===== src/rtl/mem_request_unit_if.sv =====
// rtl/mem_request_unit_if.sv - request/response and memory command bundle for mem_request_unit
// master: datapath and memory side; slave: the request unit.
interface mem_request_unit_if #(
    parameter int ramWidth = 8,
    parameter int addrSize = 8
);
    logic                reqValid;
    logic                reqWrite;
    logic                reqIndirect;
    logic [addrSize-1:0] reqAddr;
    logic [ramWidth-1:0] reqData;
    logic                reqReady;

    logic                rspValid;
    logic [ramWidth-1:0] rspData;
    logic                rspErr;

    logic                memStart;
    logic [1:0]          memCntrl;
    logic [addrSize-1:0] memAddr;
    logic [ramWidth-1:0] memDataIn;
    logic                memIsIndirect;
    logic [ramWidth-1:0] memDataOut;
    logic                memDataReady;

    modport master (
        output reqValid, reqWrite, reqIndirect, reqAddr, reqData,
        input  reqReady, rspValid, rspData, rspErr,
        input  memStart, memCntrl, memAddr, memDataIn, memIsIndirect,
        output memDataOut, memDataReady
    );

    modport slave (
        input  reqValid, reqWrite, reqIndirect, reqAddr, reqData,
        output reqReady, rspValid, rspData, rspErr,
        output memStart, memCntrl, memAddr, memDataIn, memIsIndirect,
        input  memDataOut, memDataReady
    );
endinterface


===== src/rtl/mem_request_unit.sv =====
// rtl/mem_request_unit.sv - processor-side initiator for the memory start/cntrl/dataReady handshake
// One access in flight; command held from ISSUE until completion or drain, with a WAIT timeout.
module mem_request_unit #(
    parameter int ramWidth      = 8,
    parameter int addrSize      = 8,
    parameter int timeoutCycles = 255
) (
    input  logic              clk,
    input  logic              clrN,
    mem_request_unit_if.slave bus,
    output logic              busy
);
    typedef enum logic [2:0] {
        IDLE,
        ISSUE,
        BLANK,
        WAIT,
        RESP,
        DRAIN
    } stateT;

    localparam logic [1:0]  cntrlIdle  = 2'b00;
    localparam logic [1:0]  cntrlRead  = 2'b01;
    localparam logic [1:0]  cntrlWrite = 2'b10;
    localparam logic [15:0] lastCount  = 16'(timeoutCycles - 1);

    stateT               state;
    stateT               nextState;
    logic [15:0]         count;
    logic [1:0]          cmdCntrl;
    logic [addrSize-1:0] cmdAddr;
    logic [ramWidth-1:0] cmdData;
    logic                cmdIndirect;
    logic [ramWidth-1:0] rspDataQ;
    logic                rspErrQ;

    logic loadCmd;
    logic clearCmd;
    logic captureData;
    logic setErr;
    logic clearErr;
    logic clearCount;
    logic incCount;

    always_ff @(posedge clk or negedge clrN) begin
        if (!clrN) begin
            state <= IDLE;
        end else begin
            state <= nextState;
        end
    end

    always_comb begin
        nextState   = state;
        loadCmd     = 1'b0;
        clearCmd    = 1'b0;
        captureData = 1'b0;
        setErr      = 1'b0;
        clearErr    = 1'b0;
        clearCount  = 1'b0;
        incCount    = 1'b0;
        case (state)
            IDLE: begin
                if (bus.reqValid) begin
                    loadCmd   = 1'b1;
                    nextState = ISSUE;
                end
            end
            ISSUE: begin
                nextState = BLANK;
            end
            // A ready left high by the previous access is still visible here, so it is not sampled.
            BLANK: begin
                clearCount = 1'b1;
                nextState  = WAIT;
            end
            WAIT: begin
                incCount = 1'b1;
                if (bus.memDataReady) begin
                    clearErr    = 1'b1;
                    captureData = (cmdCntrl == cntrlRead);
                    nextState   = RESP;
                end else if (count == lastCount) begin
                    setErr    = 1'b1;
                    nextState = RESP;
                end
            end
            RESP: begin
                if (rspErrQ) begin
                    nextState = DRAIN;
                end else begin
                    clearCmd  = 1'b1;
                    nextState = IDLE;
                end
            end
            // Late completion after a timeout is swallowed; the command stays up until it arrives.
            DRAIN: begin
                if (bus.memDataReady) begin
                    clearCmd  = 1'b1;
                    nextState = IDLE;
                end
            end
            default: begin
                nextState = IDLE;
            end
        endcase
    end

    always_ff @(posedge clk or negedge clrN) begin
        if (!clrN) begin
            cmdCntrl    <= cntrlIdle;
            cmdAddr     <= '0;
            cmdData     <= '0;
            cmdIndirect <= 1'b0;
            count       <= '0;
            rspDataQ    <= '0;
            rspErrQ     <= 1'b0;
        end else begin
            if (loadCmd) begin
                cmdCntrl    <= bus.reqWrite ? cntrlWrite : cntrlRead;
                cmdAddr     <= bus.reqAddr;
                cmdData     <= bus.reqData;
                cmdIndirect <= bus.reqIndirect;
            end else if (clearCmd) begin
                cmdCntrl <= cntrlIdle;
            end
            if (clearCount) begin
                count <= '0;
            end else if (incCount) begin
                count <= count + 16'd1;
            end
            if (captureData) begin
                rspDataQ <= bus.memDataOut;
            end
            if (setErr) begin
                rspErrQ <= 1'b1;
            end else if (clearErr) begin
                rspErrQ <= 1'b0;
            end
        end
    end

    assign bus.reqReady      = (state == IDLE);
    assign bus.rspValid      = (state == RESP);
    assign bus.memStart      = (state == ISSUE);
    assign busy              = (state != IDLE);
    assign bus.rspData       = rspDataQ;
    assign bus.rspErr        = rspErrQ;
    assign bus.memCntrl      = cmdCntrl;
    assign bus.memAddr       = cmdAddr;
    assign bus.memDataIn     = cmdData;
    assign bus.memIsIndirect = cmdIndirect;
endmodule


===== src/flat_wrapper.sv =====
// flat-port wrapper written by rule: the top's interface ports become plain ports
module mem_request_unit_flat 
#(
    parameter int ramWidth      = 8,
    parameter int addrSize      = 8,
    parameter int timeoutCycles = 255
)
  (clk, clrN, busy, bus_reqValid, bus_reqWrite, bus_reqIndirect, bus_reqAddr, bus_reqData, bus_reqReady, bus_rspValid, bus_rspData, bus_rspErr, bus_memStart, bus_memCntrl, bus_memAddr, bus_memDataIn, bus_memIsIndirect, bus_memDataOut, bus_memDataReady);
  mem_request_unit_if #(.ramWidth(ramWidth), .addrSize(addrSize)) bus_i ();
  input  logic clk;
  input  logic clrN;
  output logic busy;
  input wire logic [$bits(bus_i.reqValid)-1:0] bus_reqValid;
  input wire logic [$bits(bus_i.reqWrite)-1:0] bus_reqWrite;
  input wire logic [$bits(bus_i.reqIndirect)-1:0] bus_reqIndirect;
  input wire logic [$bits(bus_i.reqAddr)-1:0] bus_reqAddr;
  input wire logic [$bits(bus_i.reqData)-1:0] bus_reqData;
  output wire logic [$bits(bus_i.reqReady)-1:0] bus_reqReady;
  output wire logic [$bits(bus_i.rspValid)-1:0] bus_rspValid;
  output wire logic [$bits(bus_i.rspData)-1:0] bus_rspData;
  output wire logic [$bits(bus_i.rspErr)-1:0] bus_rspErr;
  output wire logic [$bits(bus_i.memStart)-1:0] bus_memStart;
  output wire logic [$bits(bus_i.memCntrl)-1:0] bus_memCntrl;
  output wire logic [$bits(bus_i.memAddr)-1:0] bus_memAddr;
  output wire logic [$bits(bus_i.memDataIn)-1:0] bus_memDataIn;
  output wire logic [$bits(bus_i.memIsIndirect)-1:0] bus_memIsIndirect;
  input wire logic [$bits(bus_i.memDataOut)-1:0] bus_memDataOut;
  input wire logic [$bits(bus_i.memDataReady)-1:0] bus_memDataReady;
  assign bus_i.reqValid = bus_reqValid;
  assign bus_i.reqWrite = bus_reqWrite;
  assign bus_i.reqIndirect = bus_reqIndirect;
  assign bus_i.reqAddr = bus_reqAddr;
  assign bus_i.reqData = bus_reqData;
  assign bus_reqReady = bus_i.reqReady;
  assign bus_rspValid = bus_i.rspValid;
  assign bus_rspData = bus_i.rspData;
  assign bus_rspErr = bus_i.rspErr;
  assign bus_memStart = bus_i.memStart;
  assign bus_memCntrl = bus_i.memCntrl;
  assign bus_memAddr = bus_i.memAddr;
  assign bus_memDataIn = bus_i.memDataIn;
  assign bus_memIsIndirect = bus_i.memIsIndirect;
  assign bus_i.memDataOut = bus_memDataOut;
  assign bus_i.memDataReady = bus_memDataReady;
  mem_request_unit #(.ramWidth(ramWidth), .addrSize(addrSize), .timeoutCycles(timeoutCycles)) u_core (.clk(clk), .clrN(clrN), .bus(bus_i), .busy(busy));
endmodule

===== config.mk =====
export PLATFORM = sky130hd
export DESIGN_NAME = mem_request_unit_flat
export DESIGN_NICKNAME = d
export VERILOG_FILES = /design/src/rtl/mem_request_unit_if.sv /design/src/rtl/mem_request_unit.sv /design/src/flat_wrapper.sv
export SDC_FILE = /design/constraint.sdc
export NUM_CORES = 1
export LEC_CHECK = 0
export BUFFER_PORTS_ARGS = -buffer_cell sky130_fd_sc_hd__buf_2
export CORE_MARGIN = 2
export CORE_UTILIZATION = 51
export DETAILED_ROUTE_END_ITERATION = 6
export MAX_ROUTING_LAYER = met4
export PLACE_DENSITY = 0.83
export SLEW_MARGIN = 40
export SYNTH_ARGS = -nofsm -noshare
export SYNTH_HDL_FRONTEND = slang
export SYNTH_SLANG_ARGS = --single-unit

===== constraint.sdc =====
create_clock -name clk -period 2.1 [get_ports clk]
set_clock_uncertainty 0.1 [all_clocks]
set_input_delay 0.315 -clock clk [delete_from_list [all_inputs] [get_ports clk]]
set_output_delay 0.315 -clock clk [all_outputs]
set_load 0.02 [all_outputs]

Word-level counts from Yosys, hierarchy flattened --
Cells that the tools add are included.
Storage, ports and cells: bits in registers 47, latch bits 0, memory bits (writable) 0, memory bits (read-only) 0, output and inout bits 32, logic and storage cells 51, memories 0
Cells by class: add/subtract/negate cells 1, $mul 0, divide/modulo/power cells 0, magnitude comparators 0, equality and inequality tests 10, shifts and indexed selects 0, multiplexer cells 26, bitwise logic cells 0, reduce and logical (&&, ||, !) cells 6
Operator list (count):
- 16-bit two-way mux | 2
- 3-bit one-hot mux with 6 select lines | 1
- 16-bit by 1-bit adder with 16-bit output (second input constant) | 1
- 16-bit by 8-bit equality test with 1-bit output (second input constant) | 1
- 3-bit two-way mux | 5
- 1-bit two-way mux | 14
- 3-bit by 2-bit equality test with 1-bit output (second input constant) | 2
- 3-bit equality test (second input constant) | 2
- 2-bit two-way mux | 3
- 2-bit nonzero test | 3
- 2-bit inequality test (second input constant) | 2
- 3-bit by 1-bit equality test with 1-bit output (second input constant) | 1
- 3-bit zero test | 1
- 3-bit by 2-bit inequality test with 1-bit output (second input constant) | 1
- 3-bit AND reduction | 1
- 3-bit nonzero test | 1
- 2-bit by 1-bit equality test with 1-bit output (second input constant) | 1
- 1-bit one-hot mux with 2 select lines | 1

Logic depth before layout (Yosys ltp) --
Gate-level depths: netlist (run 1).
depth after elaboration 5, depth in mapped cells 6, depth with buffers taken out 6

Worst setup path before layout (run 1) --
Ideal clock, no wire load.
path kind register -> register, start point register u_core.state[1], end point register u_core.cmdAddr[6], in the netlist u_core.bus.memAddr[6], setup time 0.125 ns, arrival 1.811 ns, path slack 0.064 ns, cell stages (with the launch flop) 6, path buffers 2, period minus slack after synthesis 2.036 ns, path through dfrtp_1 > nor3_1 > and2_1 > buf_4 > buf_6 > mux2_2
On the way: word-level cells in the longest chain between the ends 2
RTL lines:
- start, declared | line mem_request_unit.sv:27 | stateT state;
- start signal, assigned | line mem_request_unit.sv:49 | state <= nextState;
- 3-bit zero test
- net bus_reqReady | line flat_wrapper.sv:18 | output wire logic [$bits(bus_i.reqReady)-1:0] bus_reqReady;
- 1-bit two-way mux | line mem_request_unit.sv:62 | case (state)
- end signal, assigned | line mem_request_unit.sv:121 | cmdAddr <= bus.reqAddr;
- end, declared | line mem_request_unit.sv:31 | logic [addrSize-1:0] cmdAddr;
The timed path passes the listed nets, and every way through them passes these cells. A chain may end at the register's enable or synchronous reset.

Worst setup path in the final report (run 1) --
start point register u_core.state[1], end point output busy
On the way: word-level cells in the longest chain between the ends 1
RTL lines:
- 3-bit nonzero test | line mem_request_unit.sv:146 | assign busy = (state != IDLE);
- end, declared | line flat_wrapper.sv:12 | output logic busy;
Every way passes these cells.

==> impl_results.md, run 1 <==
* Crit-path cells: buf_4, nor3_1, buf_4, inv_1, buf_2
* Max_cap viols at 0
* Drt pass-1 iters at 4
* Routed wl met3 at 192 um
* Setup violators final at 0
* Worst slew pin tran at 588.2 ps
* Final Non-Filler Cells at 306
* Root buffer cell: clkbuf_8
* Max IR drop VDD at 0.8073 mV
* Nets at 287
* Cells after Synth at 183
* P per Cell Area at 1330 nW/um^2
* Io pins at 62
* RSZ-0062 raised after global routing: false
* Mapped cell area at 2152 um^2
* Core area at 4029 um^2
* FP Rows at 23
* Clock slew at reported path FFs at 90 ps
* Leading area contributor after synthesis: dfrtp_1
* CP max FO at 7
* Initial antenna violation count at 0
* Status: finished clean
* Crit start category: register
* Top-count cell post-synth: dfrtp_1
* PnR worst setup slack at 205.4 ps
* DRT iter0 DRCs at 106
* Total GRT Usage at 19.54%
* Die Ht at 68.96 um
* Register area at 1176 um^2
* Worst relative slew slack at 60.78%
* Post-synthesis simple-gate area fraction at 18.72%
* FMAX at 527.8 MHz
* Most used cell along the critical path: buf_4
* Synth top area share at 54.65%
* Synth cell types at 41
* Dpl hpwl at 3349 um
* Largest family of logic cells by synthesized area: simple AND/OR/NAND/NOR gates
* DIE WIDTH at 68.96 um
* Starting Density at 53.42%
* Crit path time final at 1895 ps
* ANT cells at 0
* Hold Crit Class: primary input to register
* Fillcell total at 327
* First-pass GRT wire length at 6630 um
* Min Hold Slack at 136.4 ps
* Yosys reg bits at 47
* Vias at 1629
* Worst skew pair latency at 300 ps
* Most frequent cells after synthesis: dfrtp_1 (47), mux2_2 (25), nand2_1 (15)
* Crit end category: primary output
* Multi-input logic area at 914.6 um^2
* Final hold violations at 0
* CTS tree: done
* Final Wtd Congestion at 0.8742
* Crit Path Class: register to primary output
* P&R area growth vs syn at 22.79%
* Grt ovf at 0
* Worst Setup SP: u_core.state[1]
* Most used DFF post-synth: dfrtp_1
* Critical Path Stages at 5
* CTS sink count at 47
* Top sig layer: met4
* Mux contribution to synthesized area at 14.01%
* DRC viols at 0
* Total power at 3.514 mW
* Die Area at 4755 um^2
* Post-synth EDFFs at 0
* Vias/cell at 5.324
* Max Transition Viols Final at 0
* Cells after DPL at 297
* Dpl ws at 275.4 ps
* Final TNS setup at 0 ps
* R2r setup slk at 270 ps
* Post-CTS setup buffers at 0
* H-tree levels at 2
* # port buffers at 61
* Largest cells by area after synthesis: dfrtp_1 (55%), mux2_2 (13%), nand2_1 (2.6%)
* Largest net degree at the start of global routing at 28
* Total CTS buffers at 5
* Synth warn at 0
* CP required at 1680 ps
* Post-Synth XOR/XNOR Area at 2.849%
* Fraction of the mapped netlist area in compound gates at 5.756%
* Critical path's slowest cell: dfrtp_1
* Routed wire length at 4398 um
* Post-Syn Area per Cell at 11.76 um^2
* DR WL met2 at 2194 um
* DR WL/cell at 14.37 um
* RR Startpoint: u_core.state[2]
* Met1 wire length at 1937 um
* Crit path buf inv count at 4
* CP arrival at 1480 ps
* Vias in the first global route at 1533
* Cell depth of the worst flop-to-flop path at 4
* Critical path's largest stage delay at 440 ps
* Mapped Nets at 215
* PostCTS Resize Cnt at 0
* Clock buffer depth at 2
* Tcrit/Tclk final at 90.22%
* CP Capture Point: busy
* Seq/Total Area, Yosys at 54.65%
* Pleak at 1.311 nW
* R2R Path End: u_core.bus.rspData[7]
* Synth Area in Adders at 1.163%
* Final ANT Viol Nets at 0
* FFs w/ async S/R, synth at 100.0%
* Layout cell share with drive strength beyond 1 at 42.19%
* Delay-heaviest family, CP: buffers and inverters
worst min-delay path by stage:
| stage | startpoint | end | slack, ps | cells past startpoint |
|---|---|---|---|---|
| after global routing | bus_reqAddr[1] | u_core.bus.memAddr[1] | 130 | 2 |
| after floorplan | clrN | u_core.bus.memAddr[0] | -80 | 0 |
| after global placement | clrN | u_core.count[3] | 250 | 1 |
| final | bus_reqAddr[7] | u_core.bus.memAddr[7] | 140 | 2 |
| after detailed placement | clrN | u_core.count[4] | 250 | 1 |
| after CTS | bus_reqAddr[7] | u_core.bus.memAddr[7] | 130 | 2 |
flip-flops by register name (all words and copies together) (netlist names):
signal	flops
u_core.count	16
u_core.bus.memAddr	8
u_core.bus.memDataIn	8
u_core.bus.rspData	8
u_core.state	3
u_core.bus.memCntrl	2
u_core.bus.memIsIndirect	1
u_core.bus.rspErr	1
cell usage in the layout, fill, tap and decap left out, types with 6 or more instances in the layout:
master   instances
nor2_1          13
dfrtp_1         47
a21oi_1          6
buf_4            9
buf_2           61
mux2_2          25
nand2_1         15
nand4_1          6
o21ai_0          9
power by group:
group          internal [mW]  switching [mW]  total, mW
Combinational          0.673           0.896       1.57
Sequential              1.22           0.184       1.40
Clock                  0.235           0.310      0.545
Total                   2.12            1.39       3.51
metal layers:
layer / up-vias / GRT usage, %
met5: - / -
met2: 42 / 31.01
met1: 792 / 23.92
met3: 7 / 3.896
met4: 0 / 9.559
li1: 788 / -
per-stage QoR:
stage	util, %	cell area (um^2)
6_report	65.59	2643
5_1_grt	65.59	2643
4_1_cts	65.59	2643
3_5_place_dp	63.17	2545
3_3_place_gp	63.17	2545
2_1_floorplan	-	2152
timing repair:
action                                  CTS  global route
endpoints found under the setup margin    0             0
hold buffers                              1             0
hold endpoints to repair                 26             0
kinds of logic after synthesis:
family,after synthesis
AO/OA/AOI/OAI,21
XOR/XNOR,7
adder cells (fa/ha/maj),2
buffers and inverters,11
flip-flops,47
multiplexers,27
AND/OR/NAND/NOR,68
cell type report:
class	instances	share of cell area (%)
timing repair buffer	71	14.49
tap	50	2.367
inverter	5	0.7102
multi-input combinational	125	34.61
sequential	47	44.51
clock buffer	5	2.604
clock inverter	3	0.7102
Note: power is estimated with default switching activity, not from simulation.
==> run 2: changes to the inputs <==
--- a/config.mk
+++ b/config.mk
@@ -10,7 +10,8 @@
 export CORE_UTILIZATION = 51
 export DETAILED_ROUTE_END_ITERATION = 6
 export MAX_ROUTING_LAYER = met4
-export PLACE_DENSITY = 0.83
+export PLACE_DENSITY = 0.77
+export REMOVE_ABC_BUFFERS = 1
 export SLEW_MARGIN = 40
 export SYNTH_ARGS = -nofsm -noshare
 export SYNTH_HDL_FRONTEND = slang
==> impl_results.md, run 2 (same netlist as run 1, synthesis figures left out) <==
* P&R area growth vs syn at 22.91%
* H-tree levels at 2
* Fillcell total at 326
* Crit path time final at 1936 ps
* Starting Density at 53.42%
* Switching Share at 38.29%
* CP arrival at 2030 ps
* Clock network power share at 18.5%
* DRT iter0 DRCs at 129
* Total CTS buffers at 5
* Die Area at 4755 um^2
* Logic pwr share at 42.2%
* Most frequent cells in the layout: buf_2 (61), dfrtp_1 (47), mux2_2 (25)
* Final hold violations at 12
* Tcrit/Tclk final at 92.19%
* Largest Register: u_core.count
* Routed wire length at 4262 um
* Worst skew pair latency at 300 ps
* PnR worst setup slack at 164.0 ps
* Total GRT Usage at 19.91%
* DR WL/cell at 14.07 um
* Drt pass-1 iters at 4
* Io pins at 62
* DIE WIDTH at 68.96 um
* Dpl hpwl at 3167 um
* Crit end category: register
* Grt ovf at 0
* Layout cell share with drive strength beyond 1 at 41.90%
* CP max FO at 7
* Root buffer cell: clkbuf_8
* Cell depth of the worst flop-to-flop path at 5
* RR Startpoint: u_core.count[1]
* Crit start category: register
* Dpl ws at 225.9 ps
* Min Hold Slack at -16.89 ps
* Leading cell type in the layout, fill and taps excluded: buf_2
* Sw Pwr at 1.382 mW
* FP Rows at 23
* Total power at 3.610 mW
* Crit Path Class: register to register
* Status: complete, but fails checks
* Pleak at 1.302 nW
* Final Wtd Congestion at 0.7932
* Hold_buf cts at 0
* Nets at 284
* Seq pwr share at 39.3%
* DRC viols at 0
* Hold Crit Class: primary input to asynchronous set/reset pin
* # port buffers at 61
* Final ANT Viol Nets at 0
* Final TNS setup at 0 ps
* Setup violators final at 0
* CP required at 2190 ps
* ANT cells at 0
* Vias at 1599
* CTS sink count at 47
* Final Util at 65.65%
* Worst relative slew slack at 61.60%
* RSZ-0062 raised after global routing: false
* Internal power at 2.228 mW
* Clock buffer depth at 2
* Worst slew pin tran at 576.1 ps
* Failing checks: hold timing
* Max IR drop VDD at 0.9170 mV
* Vias in the first global route at 1482
* Die Ht at 68.96 um
* Max Transition Viols Final at 0
* Post-CTS setup buffers at 0
* First-pass GRT wire length at 6699 um
* PostCTS Resize Cnt at 0
* Vias/cell at 5.277
* FMAX at 516.5 MHz
* Core area at 4029 um^2
* Initial antenna violation count at 0
* CTS tree: done
* P per Cell Area at 1365 nW/um^2
* Largest net degree at the start of global routing at 48
* Clock slew at reported path FFs at 90 ps
* Worst Setup SP: u_core.count[1]
* Max_cap viols at 0
* Max FFs per register at 16
run 2: changes by cell type in the layout (fill, tap and decap cells not counted):
| cell | delta |
|---|---|
| buf_4 | -2 |
| bufinv_16 | +1 |
| clkinv_2 | -2 |
| clkinvlp_4 | +1 |
| dlygate4sd3_1 | -1 |
run 2: power groups by stage:
| stage | combinational (mW) | clock [mW] | sequential, mW |
|---|---|---|---|
| 6_report | 1.52 | 0.668 | 1.42 |
| 5_1_grt | 1.66 | 0.728 | 1.47 |
| 3_3_place_gp | 1.50 | 0 | 1.41 |
| 2_1_floorplan | 0.622 | 0 | 1.77 |
| 4_1_cts | 1.55 | 0.688 | 1.42 |
| 3_5_place_dp | 1.54 | 0 | 1.44 |
run 2: routing by layer:
layer  share of wire [%]  vias to the layer above  GRT usage [%]  wire length (um)
met5                   0                        -              -                 0
met4                 1.2                        0          6.373                51
met3                 5.0                        6          5.519               212
met2                  50                       47          31.13              2141
met1                  44                      754          25.18              1856
li1                    -                      792              -                 -
run 2: through the flow:
stage / instance area, um^2 / std cells
after detailed placement: 2530 / 295
after global routing: 2645 / 303
after global placement: 2530 / 295
after CTS: 2645 / 303
after floorplan: 2110 / 177
final: 2645 / 303
run 2: worst paths after layout:
| check | end | slack (ps) |
|---|---|---|
| max | u_core.count[14] | 160 |
| min | u_core.count[11] | -20 |
| max reg2reg | u_core.count[14] | 160 |
| min reg2reg | u_core.bus.memDataIn[1] | 410 |
| max in group asynchronous | u_core.count[3] | 1520 |
| min in group clk | u_core.bus.rspData[3] | 140 |
run 2: worst max-delay path, stage by stage, from the launching register on:
cell	delay (ps)
dfrtp_1	510
ha_1	260
nand4b_1	170
nor3_1	450
nand4_1	200
mux2i_1	150
run 2: final cells by class:
class	count	area [um^2]	area share, %
well taps	50	62.56	2.365
repair buffers	68	357.8	13.53
flip-flops and latches	47	1176	44.47
clock inverters	3	46.29	1.750
inverters	5	18.77	0.7096
multi-input cells	125	914.6	34.58
clock buffers	5	68.82	2.602
